File: config.mk
export PLATFORM = sky130hd
export DESIGN_NAME = sync_delay_search
export DESIGN_NICKNAME = d
export VERILOG_FILES = /design/src/rtl/sync_delay_search.sv
export SDC_FILE = /design/constraint.sdc
export NUM_CORES = 1
export LEC_CHECK = 0
export ABC_CLOCK_PERIOD_IN_PS = 2100
export BUFFER_PORTS_ARGS = -buffer_cell sky130_fd_sc_hd__buf_2
export CAP_MARGIN = 40
export CELL_PAD_IN_SITES_DETAIL_PLACEMENT = 1
export CELL_PAD_IN_SITES_GLOBAL_PLACEMENT = 2
export CORE_MARGIN = 2
export CORE_UTILIZATION = 32
export DETAILED_ROUTE_END_ITERATION = 6
export PLACE_DENSITY = 0.8
export SETUP_SLACK_MARGIN = 0.1
export SLEW_MARGIN = 20
export SYNTH_ARGS = -nofsm -noshare
export SYNTH_HDL_FRONTEND = slang
export SYNTH_SLANG_ARGS = --single-unit
File: constraint.sdc
create_clock -name clk -period 2.1 [get_ports clk]
set_clock_uncertainty 0.2 [all_clocks]
set_input_delay 0.105 -clock clk [delete_from_list [all_inputs] [get_ports clk]]
set_output_delay 0.105 -clock clk [all_outputs]
set_load 0.01 [all_outputs]
File: src/rtl/sync_delay_search.sv
// rtl/sync_delay_search.sv - exhaustive sample-phase x symbol-delay alignment search
// Purpose: sweeps every (sam_delay, sym_delay) candidate, counts ref/rx symbol
//          mismatches over a measurement window, and locks the candidate with
//          the fewest errors (earliest wins ties) until the next start.
// Optional: define SYNC_SEARCH_EARLY_EXIT_EN to lock the first zero-error
//           candidate immediately instead of finishing the sweep.
// Ports:
//   clk, reset      - clock, synchronous active-high reset
//   sam_clk_en      - sample-rate enable (not used by this block)
//   sym_clk_en      - symbol-rate enable; all counting qualified by it
//   start           - begin a search (ignored while busy)
//   ref_data        - delayed reference symbol
//   rx_data         - receiver slicer decision
//   sam_delay       - sample delay line setting
//   sym_delay       - symbol/data delay line setting
//   busy            - search running
//   locked          - completed result being driven
//   done            - one-clk pulse on search completion
//   best_err        - error count of the locked candidate
module sync_delay_search #(
    parameter int SAM_PHASES    = 4,
    parameter int MAX_SYM_DELAY = 63,
    parameter int SETTLE_SYMS   = 64,
    parameter int MEAS_SYMS     = 256,
    parameter int ACC_W         = 16,
    parameter int DEF_SAM       = 2,
    parameter int DEF_SYM       = 38
) (
    input  logic             clk,
    input  logic             reset,
    input  logic             sam_clk_en,
    input  logic             sym_clk_en,
    input  logic             start,
    input  logic [1:0]       ref_data,
    input  logic [1:0]       rx_data,
    output logic [1:0]       sam_delay,
    output logic [7:0]       sym_delay,
    output logic             busy,
    output logic             locked,
    output logic             done,
    output logic [ACC_W-1:0] best_err
);

    localparam int SET_W  = $clog2(SETTLE_SYMS + 1);
    localparam int MEAS_W = $clog2(MEAS_SYMS + 1);

    localparam logic [SET_W-1:0]  SETTLE_LAST = SET_W'(SETTLE_SYMS - 1);
    localparam logic [MEAS_W-1:0] MEAS_LAST   = MEAS_W'(MEAS_SYMS - 1);
    localparam logic [1:0]        LAST_SAM    = 2'(SAM_PHASES - 1);
    localparam logic [7:0]        LAST_SYM    = 8'(MAX_SYM_DELAY);
    localparam logic [1:0]        RST_SAM     = 2'(DEF_SAM);
    localparam logic [7:0]        RST_SYM     = 8'(DEF_SYM);

    typedef enum logic [2:0] {
        IDLE,
        SETTLE,
        MEASURE,
        COMPARE,
        NEXT,
        LOCK
    } state_t;

    state_t            state;
    logic [SET_W-1:0]  settle_cnt;
    logic [MEAS_W-1:0] meas_cnt;
    logic [ACC_W-1:0]  err_acc;
    logic [1:0]        best_sam;
    logic [7:0]        best_sym;

    logic unused_sam_clk_en;
    assign unused_sam_clk_en = sam_clk_en;

    always_ff @(posedge clk) begin
        if (reset) begin
            state      <= IDLE;
            sam_delay  <= RST_SAM;
            sym_delay  <= RST_SYM;
            busy       <= 1'b0;
            locked     <= 1'b0;
            done       <= 1'b0;
            best_err   <= '1;
            settle_cnt <= '0;
            meas_cnt   <= '0;
            err_acc    <= '0;
            best_sam   <= '0;
            best_sym   <= '0;
        end else begin
            done <= 1'b0;
            case (state)
                IDLE, LOCK: begin
                    if (start) begin
                        state      <= SETTLE;
                        sam_delay  <= '0;
                        sym_delay  <= '0;
                        busy       <= 1'b1;
                        locked     <= 1'b0;
                        best_err   <= '1;
                        settle_cnt <= '0;
                        meas_cnt   <= '0;
                        err_acc    <= '0;
                        // Default winner if no candidate beats the all-ones
                        // initial best (e.g. saturated accumulator).
                        best_sam   <= '0;
                        best_sym   <= '0;
                    end
                end

                SETTLE: begin
                    if (sym_clk_en) begin
                        if (settle_cnt == SETTLE_LAST) begin
                            settle_cnt <= '0;
                            meas_cnt   <= '0;
                            err_acc    <= '0;
                            state      <= MEASURE;
                        end else begin
                            settle_cnt <= settle_cnt + 1'b1;
                        end
                    end
                end

                MEASURE: begin
                    if (sym_clk_en) begin
                        if ((ref_data != rx_data) && (err_acc != '1)) begin
                            err_acc <= err_acc + 1'b1;
                        end
                        if (meas_cnt == MEAS_LAST) begin
                            state <= COMPARE;
                        end else begin
                            meas_cnt <= meas_cnt + 1'b1;
                        end
                    end
                end

                COMPARE: begin
                    // Strict compare: ties keep the earlier candidate.
                    if (err_acc < best_err) begin
                        best_err <= err_acc;
                        best_sam <= sam_delay;
                        best_sym <= sym_delay;
                    end
`ifdef SYNC_SEARCH_EARLY_EXIT_EN
                    if (err_acc == '0) begin
                        // Current candidate is already driven; just lock it.
                        state  <= LOCK;
                        busy   <= 1'b0;
                        locked <= 1'b1;
                        done   <= 1'b1;
                    end else begin
                        state <= NEXT;
                    end
`else
                    state <= NEXT;
`endif
                end

                NEXT: begin
                    if ((sam_delay == LAST_SAM) && (sym_delay == LAST_SYM)) begin
                        state     <= LOCK;
                        sam_delay <= best_sam;
                        sym_delay <= best_sym;
                        busy      <= 1'b0;
                        locked    <= 1'b1;
                        done      <= 1'b1;
                    end else begin
                        if (sym_delay < LAST_SYM) begin
                            sym_delay <= sym_delay + 1'b1;
                        end else begin
                            sym_delay <= '0;
                            sam_delay <= sam_delay + 1'b1;
                        end
                        settle_cnt <= '0;
                        meas_cnt   <= '0;
                        err_acc    <= '0;
                        state      <= SETTLE;
                    end
                end

                default: state <= IDLE;
            endcase
        end
    end

endmodule
==> flow_summary.yaml <==
clock_tree:
  root_buffer: "clkbuf_16"
  tritoncts: "done"
  clk_latency_ps: 350
  clock-sinks: 74
  clk_path_buf_depth: 2
  cts.reportedPaths.clkPinSlew_ps: 60
  cts_buffers: 9
  cts.htree.levels: 3
route:
  vias: 4154
  drc: 0
  ant_nets: 0
  routedWlPerCell_um: 17.32
  drt_wl_total_um: 13940
  drt-initial-drc-count: 203
  via_per_inst: 5.160
  first_pass_iters: 4
timing:
  finalHoldViolCount: 0
  finalMaxSlewViolations: 0
  worstMarginPinSlew_ps: 447.3
  slew_headroom_pct: 70.18
  layout_setup_ws_ps: -56.96
  rsz0062_at_grt: "true"
  final.period_utilization_pct: 102.7
  clock.fmax_ghz: 0.4636
  post-route-min-period_ps: 2157
  finalSetupViolCount: 18
synth:
  syn_inst: 484
  synthArstFlopShare_pct: 0
  ys_warn_count: 0
  synth_top_cell_by_area: "dfxtp_1"
  synth_edf_count: 0
  ys_seq_area_share_pct: 36.66
  synth.avg_cell_area_um2: 8.350
  synth_nets: 514
  synth.ff_latch_count: 74
  syn_area_um2: 4041
  synth.top_cell.area_share_pct: 36.66
  synth_area_leaders: "dfxtp_1, mux2i_1, ha_1"
  ys.flop_type: "dfxtp_1"
  synth_cell_types: 62
cells_and_area:
  final_layout_size_suffix_gt1_share_pct: 43.29
  diodes: 0
  final_common_cell: "buf_4"
  fin_cells: 805
  fillCellCount: 1442
  finalNetCount: 658
  area_growth_pct: 50.56
  mostFrequentLayoutCells: "buf_4, nor2_1, nand2_1"
placement:
  portBuffers: 36
  dp_hpwl_um: 9072
  placedCellCount: 754
  place_congestion: 0.7793
  place_ws_ps: -116.2
pwr:
  power_density_nw_per_um2: 567.7
  max-vdd-ir-drop_mv: 0.3130
  power.leakage_nw: 2.689
  p_total_mw: 3.454
worst_setup_path:
  cp_top_family: "simple AND/OR/NAND/NOR gates"
  crit_fanout: 8
  cp_num_buf_inv: 1
  worst_setup_path_start_kind: "flop"
  worstPathCellList: "ha_4, and3_4, a41oi_4, o221ai_4, buf_8, or4_1, a21oi_1"
  end_kind: "flop"
  slowest_delay_ps: 470
  slowest_stage: "or4_1"
  cp.arrival_ps: 2240
  criticalPathCategory: "reg -> reg"
  required_ps: 2190
run_status:
  status: "finished, violations left"
  violations: "setup timing"
floorplan:
  die_w_um: 116.4
  io_pins: 38
  die_h_um: 116.4
  start_util_pct: 32.42
  placementRows: 41
  dieArea_um2: 13540
  core_area_um2: 12470
global_routing:
  antenna_found_initial: 0
  overflow: 0
  grt_pass1_wl_um: 20670
  first_global_vias: 4118
  grt_max_degree: 18
  gr-usage-all-layers_pct: 19.82
run:
  cap_violations: 0
worst_hold_path:
  min_path_type: "in -> reg"
-- layer usage --
| metal | GRT usage [%] | routed length [um] |
|---|---|---|
| met2 | 33.84 | 7204 |
| met3 | 3.269 | 362 |
| met4 | 7.619 | 256 |
| met5 | 0 | 0 |
| met1 | 25.08 | 6117 |
-- final timing paths --
path                              startpoint            to  slack, ps  cells past startpoint
worst max-delay path            sym_delay[0]   err_acc[15]        -60                      7
worst min-delay path                   start          busy         30                      3
worst max register to register  sym_delay[0]   err_acc[15]        -60                      7
worst min register to register   best_sym[1]  sym_delay[1]        240                      2
-- state kept, by name, summed over array words and instances (netlist names) --
name / cells
settle_cnt: 7
state: 3
sam_delay: 2
best_sam: 2
done: 1
locked: 1
best_sym: 8
busy: 1
sym_delay: 8
meas_cnt: 9
err_acc: 16
best_err: 16
-- cell usage after synthesis (all sizes together) (5+ instances only) --
cell	number
o21ai	22
or4	10
o21a	5
buf	13
ha	21
nand3	20
nor2	63
inv	23
a21oi	31
clkbuf	7
nand4	11
dfxtp	74
mux2i	31
nor3	6
o211ai	7
xor2	5
or3	12
and3	9
nand2	56
-- metrics by stage --
step	area [um2]	setup TNS (ps)	hold slack, ps	utilization, %
final	6085	-388.1	26.67	48.81
after detailed placement	5040	-2644	233.0	40.43
after CTS	5754	-97.83	6.920	46.16
after global placement	5040	-1281	223.2	40.43
after global routing	6085	-3459	51.14	48.81
after floorplan	4146	0	124.2	-
-- report_power, final --
group | switching, mW | leakage, nW | internal, mW
combinational | 0.301 | 1.94 | 0.251
clock | 0.666 | 0.139 | 0.798
sequential | 0.0221 | 0.606 | 1.42
-- timing repair --
item,4_1_cts,5_1_grt
hold buffers,1,0
gates resized for setup,64,49
hold endpoints to repair,5,0
setup buffers,21,10
gates cloned,1,4
pin swaps,31,24
endpoints found under the setup margin,56,56
-- kinds of logic (layout without fill, tap and decap cells) --
logic type	count (synthesis)	in the layout	share of synthesized area (%)
compound gates	98	98	16.60
fa+ha+maj	21	21	6.501
simple gates	208	208	25.54
xor+xnor	9	9	1.950
mux	31	31	7.678
flops	74	74	36.66
buf+inv	43	192	5.077
-- worst reg2reg max path, delay by kind of cell (launching register included) --
kind                       cells  cell delay, ps
AOI/OAI and AO/OA              3             550
DFF                            1             340
and+or+nand+nor                2             660
buffers and inverters          1             190
adders and majority gates      1             160
-- cell type report --
type	instances	area (um2)	area share [%]
flip-flops and latches	74	1539	25.29
inverters	23	86.33	1.419
clock buffers	9	225.2	3.701
clock inverters	7	46.29	0.7608
repair buffers	153	1179	19.37
well taps	172	215.2	3.537
multi-input cells	367	2794	45.92
(Power assumes the default switching activity.)
